`src/rtl/issue_ctrl.sv`:
```
// Dual-issue scheduler: buffers one fetched pair and issues it to the two
// decoder slots together, or split over two cycles on an intra-pair hazard.
module issue_ctrl #(
  parameter logic [31:0] NOP = 32'h00000013
) (
  input  logic        clk_i,
  input  logic        rst_i,
  input  logic        valid_i,
  input  logic        valid1_i,
  input  logic [31:0] inst0_i,
  input  logic [31:0] inst1_i,
  input  logic [31:0] pc_i,
  output logic        ready_o,
  input  logic        stall_i,
  input  logic        flush_i,
  output logic        iss0_valid_o,
  output logic [31:0] iss0_inst_o,
  output logic [31:0] iss0_pc_o,
  output logic        iss1_valid_o,
  output logic [31:0] iss1_inst_o,
  output logic [31:0] iss1_pc_o
);

  // state   | meaning
  // S_EMPTY | no instruction held
  // S_FULL  | pair held, inst0 (and inst1 unless split) on the slots
  // S_HALF  | inst0 already issued, only inst1 remains (on slot 0)
  typedef enum logic [1:0] {S_EMPTY, S_FULL, S_HALF} state_t;

  localparam logic [6:0] OPC_LUI    = 7'b0110111;
  localparam logic [6:0] OPC_AUIPC  = 7'b0010111;
  localparam logic [6:0] OPC_JAL    = 7'b1101111;
  localparam logic [6:0] OPC_JALR   = 7'b1100111;
  localparam logic [6:0] OPC_BRANCH = 7'b1100011;
  localparam logic [6:0] OPC_LOAD   = 7'b0000011;
  localparam logic [6:0] OPC_STORE  = 7'b0100011;
  localparam logic [6:0] OPC_OP     = 7'b0110011;

  function automatic logic uses_rs1(input logic [6:0] opc);
    return !(opc == OPC_LUI || opc == OPC_AUIPC || opc == OPC_JAL);
  endfunction

  function automatic logic uses_rs2(input logic [6:0] opc);
    return (opc == OPC_OP || opc == OPC_STORE || opc == OPC_BRANCH);
  endfunction

  function automatic logic is_mem(input logic [6:0] opc);
    return (opc == OPC_LOAD || opc == OPC_STORE);
  endfunction

  function automatic logic is_cf(input logic [6:0] opc);
    return (opc == OPC_JAL || opc == OPC_JALR || opc == OPC_BRANCH);
  endfunction

  state_t      state_q, state_d;
  logic [31:0] inst0_q, inst0_d;
  logic [31:0] inst1_q, inst1_d;
  logic [31:0] pc_q, pc_d;
  logic        valid1_q, valid1_d;

  logic [6:0] opc0, opc1;
  logic [4:0] rd0, rs1_1, rs2_1;
  logic       wr0, raw, split, load;
  logic [31:0] pc1;

  assign opc0  = inst0_q[6:0];
  assign opc1  = inst1_q[6:0];
  assign rd0   = inst0_q[11:7];
  assign rs1_1 = inst1_q[19:15];
  assign rs2_1 = inst1_q[24:20];
  assign pc1   = pc_q + 32'd4;

  assign wr0   = (opc0 != OPC_STORE) && (opc0 != OPC_BRANCH) && (rd0 != 5'd0);
  assign raw   = wr0 && ((uses_rs1(opc1) && rd0 == rs1_1) ||
                         (uses_rs2(opc1) && rd0 == rs2_1));
  assign split = raw || (is_mem(opc0) && is_mem(opc1)) || is_cf(opc0);

  assign ready_o = !flush_i && ((state_q == S_EMPTY) ||
                   (state_q == S_FULL && !stall_i && !(valid1_q && split)) ||
                   (state_q == S_HALF && !stall_i));
  assign load = valid_i && ready_o;

  always_comb begin
    state_d  = state_q;
    inst0_d  = inst0_q;
    inst1_d  = inst1_q;
    pc_d     = pc_q;
    valid1_d = valid1_q;
    if (flush_i) begin
      state_d = S_EMPTY;
    end else begin
      case (state_q)
        S_EMPTY: if (valid_i) state_d = S_FULL;
        S_FULL: begin
          if (!stall_i) begin
            if (valid1_q && split) state_d = S_HALF;
            else                   state_d = valid_i ? S_FULL : S_EMPTY;
          end
        end
        S_HALF:  if (!stall_i) state_d = valid_i ? S_FULL : S_EMPTY;
        default: state_d = S_EMPTY;
      endcase
    end
    if (load) begin
      inst0_d  = inst0_i;
      inst1_d  = inst1_i;
      pc_d     = pc_i;
      valid1_d = valid1_i;
    end
  end

  always_ff @(posedge clk_i or posedge rst_i) begin
    if (rst_i) begin
      state_q  <= S_EMPTY;
      inst0_q  <= '0;
      inst1_q  <= '0;
      pc_q     <= '0;
      valid1_q <= 1'b0;
    end else begin
      state_q  <= state_d;
      inst0_q  <= inst0_d;
      inst1_q  <= inst1_d;
      pc_q     <= pc_d;
      valid1_q <= valid1_d;
    end
  end

  // In HALF the younger instruction moves down to slot 0 to keep program order.
  always_comb begin
    iss0_valid_o = 1'b0;
    iss0_inst_o  = NOP;
    iss0_pc_o    = '0;
    iss1_valid_o = 1'b0;
    iss1_inst_o  = NOP;
    iss1_pc_o    = '0;
    case (state_q)
      S_FULL: begin
        iss0_valid_o = 1'b1;
        iss0_inst_o  = inst0_q;
        iss0_pc_o    = pc_q;
        if (valid1_q && !split) begin
          iss1_valid_o = 1'b1;
          iss1_inst_o  = inst1_q;
          iss1_pc_o    = pc1;
        end
      end
      S_HALF: begin
        iss0_valid_o = 1'b1;
        iss0_inst_o  = inst1_q;
        iss0_pc_o    = pc1;
      end
      default: ;
    endcase
  end

endmodule
```
`config.mk`:
```
export PLATFORM = sky130hd
export DESIGN_NAME = issue_ctrl
export DESIGN_NICKNAME = d
export VERILOG_FILES = /design/src/rtl/issue_ctrl.sv
export SDC_FILE = /design/constraint.sdc
export NUM_CORES = 1
export LEC_CHECK = 0
export BUFFER_PORTS_ARGS = -buffer_cell sky130_fd_sc_hd__buf_2
export CAP_MARGIN = 20
export CORE_AREA = 4 4 122 124
export DETAILED_ROUTE_END_ITERATION = 10
export DIE_AREA = 0 0 126 128
export GPL_ROUTABILITY_DRIVEN = 0
export PLACE_DENSITY = 0.76
export SYNTH_ARGS = -nofsm -noshare
export SYNTH_HDL_FRONTEND = slang
export SYNTH_SLANG_ARGS = --single-unit
```
`constraint.sdc`:
```
create_clock -name clk_i -period 3 [get_ports clk_i]
set_clock_uncertainty 0.15 [all_clocks]
set_input_delay 0.3 -clock clk_i [delete_from_list [all_inputs] [get_ports clk_i]]
set_output_delay 0.3 -clock clk_i [all_outputs]
set_load 0.01 [all_outputs]
```
# [Yosys cells after proc, flatten, opt, wreduce, memory -nomap -nowiden]
# Cells that the tools add are included.
[word_totals] ramBits=0 output_inout_bits=131 word_cells=78 regBits=99 latch_bits=0 input_bits=102 romBits=0 n_memories=0
[classes] n_eq_ne=21 n_reduce_logical=35 multipliers=0 bitwise=0 n_addsub=1 n_lt_le_gt_ge=0 n_mux=16 n_div=0 shift=0
[ops] op="$mux W32" count=4
[ops] op="$pmux W32 S2" count=2
[ops] op="$eq A7 B7 Y1 const B" count=5
[ops] op="$add A32 B3 Y32 const B" count=1
[ops] op="$eq A7 B6 Y1 const B" count=4
[ops] op="$eq A7 B2 Y1 const B" count=2
[ops] op="$logic_and A1 B1 Y1" count=13
[ops] op="$logic_or A1 B1 Y1" count=13
[ops] op="$eq A5 B5 Y1" count=2
[ops] op="$mux W2" count=5
[ops] op="$ne A3 B3 Y1 const B" count=3
[ops] op="$eq A7 B5 Y1 const B" count=1
[ops] op="$ne A7 B6 Y1 const B" count=1
[ops] op="$ne A7 B7 Y1 const B" count=1
[ops] op="$pmux W2 S3" count=1
[ops] op="$logic_not A1 Y1" count=5
[ops] op="$reduce_bool A5 Y1" count=1
[ops] op="$mux W1" count=4
[ops] op="$reduce_and A3 Y1" count=1
[ops] op="$eq A2 B1 Y1 const B" count=1
[ops] op="$eq A2 B2 Y1 const B" count=1
[ops] op="$logic_not A2 Y1" count=1
[ops] op="$reduce_or A2 Y1" count=1

# [Logic depth before layout (Yosys ltp)]
# Gate-level depths: netlist (run 1).
[logic_depth] word_depth=16 mapped_depth=11 ltp_nobuf=8

# [Least setup slack after synthesis (run 1)]
# Ideal clock, no wire load.
[synth_timing] kind="register to output" startpoint="register pc_q[7]" endpoint="output port iss0_pc_o[20]" arrival_ps=2030 n_path_buf=1 path_stages_with_launch=8 slack_ps=520 cell_sequence="dfrtp_1 > clkbuf_1 > nand3_1 > or3_1 > nor2_1 > and3_1 > a21oi_1 > a311oi_1"
[synth_between] elab_chain_cells=2
[synth_rtl] element="start, declared" line="58" text="logic [31:0] pc_q, pc_d;"
[synth_rtl] element="start signal, assigned" line="123" text="pc_q <= pc_d;"
[synth_rtl] element="$add A32 B3 Y32" line="71" text="assign pc1 = pc_q + 32'd4;"
[synth_rtl] element="$pmux W32 S2" line="136" text="case (state_q)"
[synth_rtl] element="end, declared" line="18" text="output logic [31:0] iss0_pc_o,"
# No other way between the ends.

# [Worst setup path in the final report (run 1)]
[layout_timing] startpoint="register pc_q[12]" endpoint="output port iss0_pc_o[31]"
# Same word-level chain as after synthesis.

==> flow_summary.toml, run 1 <==
[timing]
slew_headroom_pct = 65.5
holdWs_ns = 0.0119
grt_setup_unrepaired = "true"
setup_viol = 0
worst_pin_slew_ns = 0.516
hold_viol_final = 0
post-route-period-util_pct = 96.8
slew_viol_final = 0
max_freq_mhz = 344
fin_crit_ns = 2.90

[die]
io_pins = 233
die_w_um = 126
die_y_um = 128
core.rowCount = 43
die_area_mm2 = 0.0161
start_util_pct = 44.3
core_mm2 = 0.0138

[synth]
synth_common_cells = "99 x dfrtp_1, 81 x nor2_1, 68 x mux2_2, 34 x and2_1, 34 x nand2_1"
postSynth.asyncResetShare_pct = 100
synth_top_area_share_pct = 40.6
synthCells = 628
ys_seq_area_share_pct = 40.6
synth.yosys.warnings = 0
synth_edf_count = 0
synth_fp_nets = 735
ys.flop_type = "dfrtp_1"
yosysMostFrequentCell = "dfrtp_1"
synth_area_mm2 = 0.00611
synth_top_cell_by_area = "dfrtp_1"
avgSynthCellArea_um2 = 9.72
synth_area_leaders = "dfrtp_1 41%, mux2_2 13%, mux2_1 5.3%, nor2_1 5.0%, a22oi_1 3.8%"
ys_ff_latch = 99
ys_types = 52

[pwr]
swShare_pct = 37.6
p_comb_share_pct = 37.9
powerDensity_mw_per_mm2 = 755
pwr-share-seq_pct = 41.0
clkPwrFrac_pct = 21.1
total_leakage_power_nw = 3.77
power.switching_mw = 2.27
irDropWorstVdd_uv = 445
internal-power_mw = 3.77

[drt]
wl_per_cell_um = 17.4
drc = 0
vias_per_cell = 5.46
routed_wl_mm = 18.1
num_vias = 5682
drtIter0Drc = 353
dr.pass1.iters = 5
postRouteAntennaNets = 0

[clock_network]
cts_root_buf = "clkbuf_16"
cts_num_sinks = 99
cts_tree = "yes"
clk_latency_ns = 0.35
ctsHtreeMaxLevel = 3
postCtsSetupBuffers = 0
cts_buffer_depth = 2
cts_buffers = 9
path_clk_slew_ns = 0.07

[outcome]
status = "complete, no violations"

[global_routing]
grt_pass1_vias = 5579
grt_pass1_wl_mm = 28.9
gr-total-overflow = 0
grt_usage_pct = 22.2
grt_max_degree = 63
antenna_found_initial = 1

[layout]
nets = 964
drive_gt1_share_pct = 42.3
diodes = 0
final_cell_count_no_fill = 1041
synthToLayoutAreaGrowth_pct = 30.8

[place]
dp_hpwl_mm = 13.3
portBuffers = 232
dp_cells = 1018

[critical_path]
slowest_delay_ns = 0.48
slowest_stage = "or3_4"
crit_path_start_kind = "flop"
crit_required_ns = 2.55
critPathMaxFanout = 5
cp_cell_sequence = "nand3_1 -> or3_4 -> nor3_1 -> nand4_1 -> or3_1 -> nand3_1 -> buf_2"
path_delay_family = "simple AND/OR/NAND/NOR gates"
cp.buffers_inverters = 1
critPathCaptureType = "output pin"
crit_path_frequent_cell = "nand3_1"
crit_arrival_ns = 2.45
path_class = "flop to output pin"

[run]
maxCapViolations = 0

[worst_hold_path]
hold_class = "input port to flop"
==> power by group through the flow <==
stage | logic [mW] | clock network (mW) | registers, mW
CTS | 2.25 | 1.30 | 2.46
finish | 2.29 | 1.27 | 2.48
global route | 2.51 | 1.37 | 2.57
floorplan | 1.65 | 0 | 2.25
detailed placement | 2.23 | 0 | 2.48
global placement | 2.19 | 0 | 2.46
==> state kept, by name, summed over array words and instances (netlist names) <==
| name | cells |
|---|---|
| inst0_q | 32 |
| inst1_q | 32 |
| pc_q | 32 |
| state_q | 2 |
| valid1_q | 1 |
==> through the flow <==
stage	TNS, ns	power, mW	worst slack, ns	utilization (%)	cell area, um2
3_3_place_gp	0	4.65	0.437	54.3	7480
5_1_grt	-0.563	6.45	-0.0337	58.0	7990
2_1_floorplan	0	3.90	0.520	-	6110
4_1_cts	0	6.01	0.0271	57.3	7890
6_report	0	6.03	0.0957	58.0	7990
3_5_place_dp	0	4.71	0.398	54.3	7480
==> what timing repair did <==
| action | CTS | global route |
|---|---|---|
| hold buffers | 8 | 0 |
| endpoints found under the setup margin | 0 | 79 |
| resized for setup | 0 | 28 |
| endpoints found under the hold margin | 24 | 0 |
==> layout make-up <==
type / instances / area (um2)
fillers: 1227 / 5790
multi-input cells: 472 / 3420
flip-flops and latches: 99 / 2480
repair buffers: 262 / 1480
clock buffers: 10 / 239
well taps: 180 / 225
clock inverters: 5 / 85.1
inverters: 13 / 52.6
==> kinds of logic (layout without fill, tap and decap cells) <==
| logic type | count (synthesis) | count (layout) | share of synthesized area [%] |
|---|---|---|---|
| AOI/OAI and AO/OA | 98 | 98 | 11.4 |
| and+or+nand+nor | 234 | 234 | 19.2 |
| buffers and inverters | 57 | 290 | 4.40 |
| DFF | 99 | 99 | 40.6 |
| xor gates and xnor gates | 38 | 38 | 5.45 |
| muxes | 97 | 97 | 17.9 |
| adders and majority gates | 5 | 5 | 1.02 |
==> layer usage <==
layer	part of all wire (%)	routed length [um]	track usage, %
met3	9.2	1670	7.96
met5	0.11	20	0
met4	1.7	301	5.80
met1	41	7390	27.7
met2	48	8760	36.8
==> layout by cell type (no fill, tap or decap), types with 9 or more instances in the layout <==
cell,Yosys,routed
and3_1,9,9
a21oi_1,17,17
dfrtp_1,99,94
mux2_1,29,29
and2_1,34,33
inv_1,12,10
nor2_1,81,78
o21ai_0,14,14
nand3_1,22,21
xnor2_1,13,13
xor2_1,25,25
buf_4,6,16
a22oi_1,31,31
clkbuf_16,0,9
nand2_1,34,34
mux2_2,68,68
buf_2,2,230
==> path summary, 6_finish.rpt <==
kind	startpoint	end	slack [ns]	depth (start not counted)
setup / recovery	pc_q[12]	iss0_pc_o[31]	0.1	7
hold / removal	inst0_i[5]	inst0_q[5]	0.01	2
setup reg to reg	inst0_q[9]	inst1_q[5]	0.40	7
hold reg to reg	inst0_q[21]	inst0_q[21]	0.34	1
max in group asynchronous	rst_i	inst0_q[9]	1.65	4
min in group asynchronous	rst_i	pc_q[17]	0.36	3
==> worst register-to-register path, cell delays in order (launching register included) <==
cell and delay (ns):
dfrtp_2 0.45, xor2_1 0.18, a2111oi_1 0.34, and3_1 0.22, o21ai_2 0.10, a41oi_4 0.30, buf_12 0.32, mux2_2 0.41
Power figures use the tool's default switching activity.
==> run 2, diff against run 1 <==
- REMOVE_ABC_BUFFERS: default -> 1
==> flow_summary.toml, run 2 (synthesis results as in run 1) <==
[outcome]
status = "complete, no violations"

[run]
maxCapViolations = 0

[critical_path]
path_class = "flop to output pin"
critPathMaxFanout = 7
timing.rr.start = "inst0_q[9]"
r2r_setup_slack_ns = 0.36
crit_required_ns = 2.55
crit_path_start_kind = "flop"
crit_arrival_ns = 2.49
worst_r2r_endpoint = "inst0_q[20]"
r2r_cells = 7
critPathCaptureType = "output pin"

[timing]
post-route-period-util_pct = 97.9
hold_viol_final = 0
holdWs_ns = 0.00774
max_freq_mhz = 340
worst_pin_slew_ns = 0.527
fin_setup_tns_ns = 0
slew_headroom_pct = 64.9
fin_crit_ns = 2.94
slew_viol_final = 0
setup_viol = 0

[layout]
seqCellArea_mm2 = 0.00248
layout_commonest_cell = "buf_2"
synthToLayoutAreaGrowth_pct = 37.7
stdcell_area_mm2 = 0.00841
drive_gt1_share_pct = 46.2
multi_input_area_mm2 = 0.00353
fillers = 1198
reg.largest.list = "inst0_q x32, inst1_q x32, pc_q x32"
diodes = 0
nets = 979
final_cell_count_no_fill = 1057
final_cell_mix = "212 x buf_2, 94 x dfrtp_1, 69 x nor2_1"

[place]
dp_hpwl_mm = 12.9
dp_cells = 1014
portBuffers = 232
dpl_cell_area_mm2 = 0.00745

[clock_network]
clk_latency_ns = 0.36
cts_root_buf = "clkbuf_16"
cts_buffer_depth = 2
cts_buffers = 9
cts_num_sinks = 99
path_clk_slew_ns = 0.07
ctsHtreeMaxLevel = 3
cts_tree = "yes"

[die]
die_y_um = 128
die_w_um = 126
core_mm2 = 0.0138
die_area_mm2 = 0.0161
core.rowCount = 43
io_pins = 233
start_util_pct = 44.3

[drt]
drc = 0
drtIter0Drc = 392
postRouteAntennaNets = 0
dr.pass1.iters = 5
vias_per_cell = 5.53
num_vias = 5844
wl_per_cell_um = 18.5
routed_wl_mm = 19.5

[global_routing]
grt_max_degree = 63
antenna_found_initial = 1
grt_pass1_vias = 5729
grt_pass1_wl_mm = 29.4
gr-total-overflow = 0
grt_usage_pct = 22.4

[worst_hold_path]
whs_endpoint = "inst0_q[29]"
hold_class = "input port to flop"
worstHoldPathCells = 2
hold_start = "inst0_i[29]"

[pwr]
powerDensity_mw_per_mm2 = 746
total_leakage_power_nw = 3.92
fin_total_pwr_mw = 6.27
irDropWorstVdd_uv = 460
run 2: how the worst max path moves through the flow:
stage               cells after the start               to  slack (ns)  startpoint
floorplan                               8       inst0_q[0]       -1.30  state_q[1]
global placement                        6    iss0_pc_o[17]        0.30     pc_q[7]
detailed placement                      7      inst0_q[23]        0.31  inst0_q[9]
CTS                                     7    iss0_pc_o[25]       0.001    pc_q[10]
global route                           10   iss1_inst_o[3]       -0.02  inst0_q[9]
finish                                 10  iss1_inst_o[27]        0.06  inst0_q[8]
run 2: power breakdown:
group          internal [mW]  total, mW  switching (mW)  leakage (nW)
clock                  0.615       1.20           0.581         0.148
combinational           1.32       2.56            1.24          2.62
sequential              1.86       2.51           0.652          1.15
total                   3.79       6.27            2.48          3.92
run 2: final cells by class:
type,count,share of cell area [%]
inverter,13,0.670
clock inverter,6,0.759
multi-input combinational,472,42.0
sequential,99,29.5
clock buffer,10,2.84
timing repair buffer,277,21.5
tap,180,2.68
run 2: repair_timing:
item	in CTS	in global routing
cloned	0	5
gates resized for setup	3	84
pin swaps	0	4
hold endpoints to repair	49	4
buffers inserted	0	5
hold buffers	13	4
endpoints found under the setup margin	11	74
run 2: metrics by stage:
step	setup WS (ns)	utilization (%)
finish	0.0616	61.0
global route	-0.0184	61.0
CTS	0.00131	57.3
detailed placement	0.311	54.1
global placement	0.301	54.1
floorplan	-1.30	-
run 2: layer usage:
layer | wire, um | vias up | global-route usage, % | share of wire (%)
met4 | 285 | 2 | 5.30 | 1.5
li1 | - | 2710 | - | -
met1 | 7950 | 2854 | 29.4 | 41
met5 | 18 | - | 0 | 0.092
met2 | 9680 | 252 | 37.0 | 50
met3 | 1580 | 26 | 6.42 | 8.1
run 2: critical path: stages (launching register included):
cell	delay (ns)
dfrtp_2	0.44
or4_4	0.56
nor2_4	0.11
a31oi_2	0.05
o21ai_2	0.13
nand4_1	0.14
buf_6	0.17
inv_6	0.09
buf_6	0.18
and2_1	0.14
buf_2	0.12
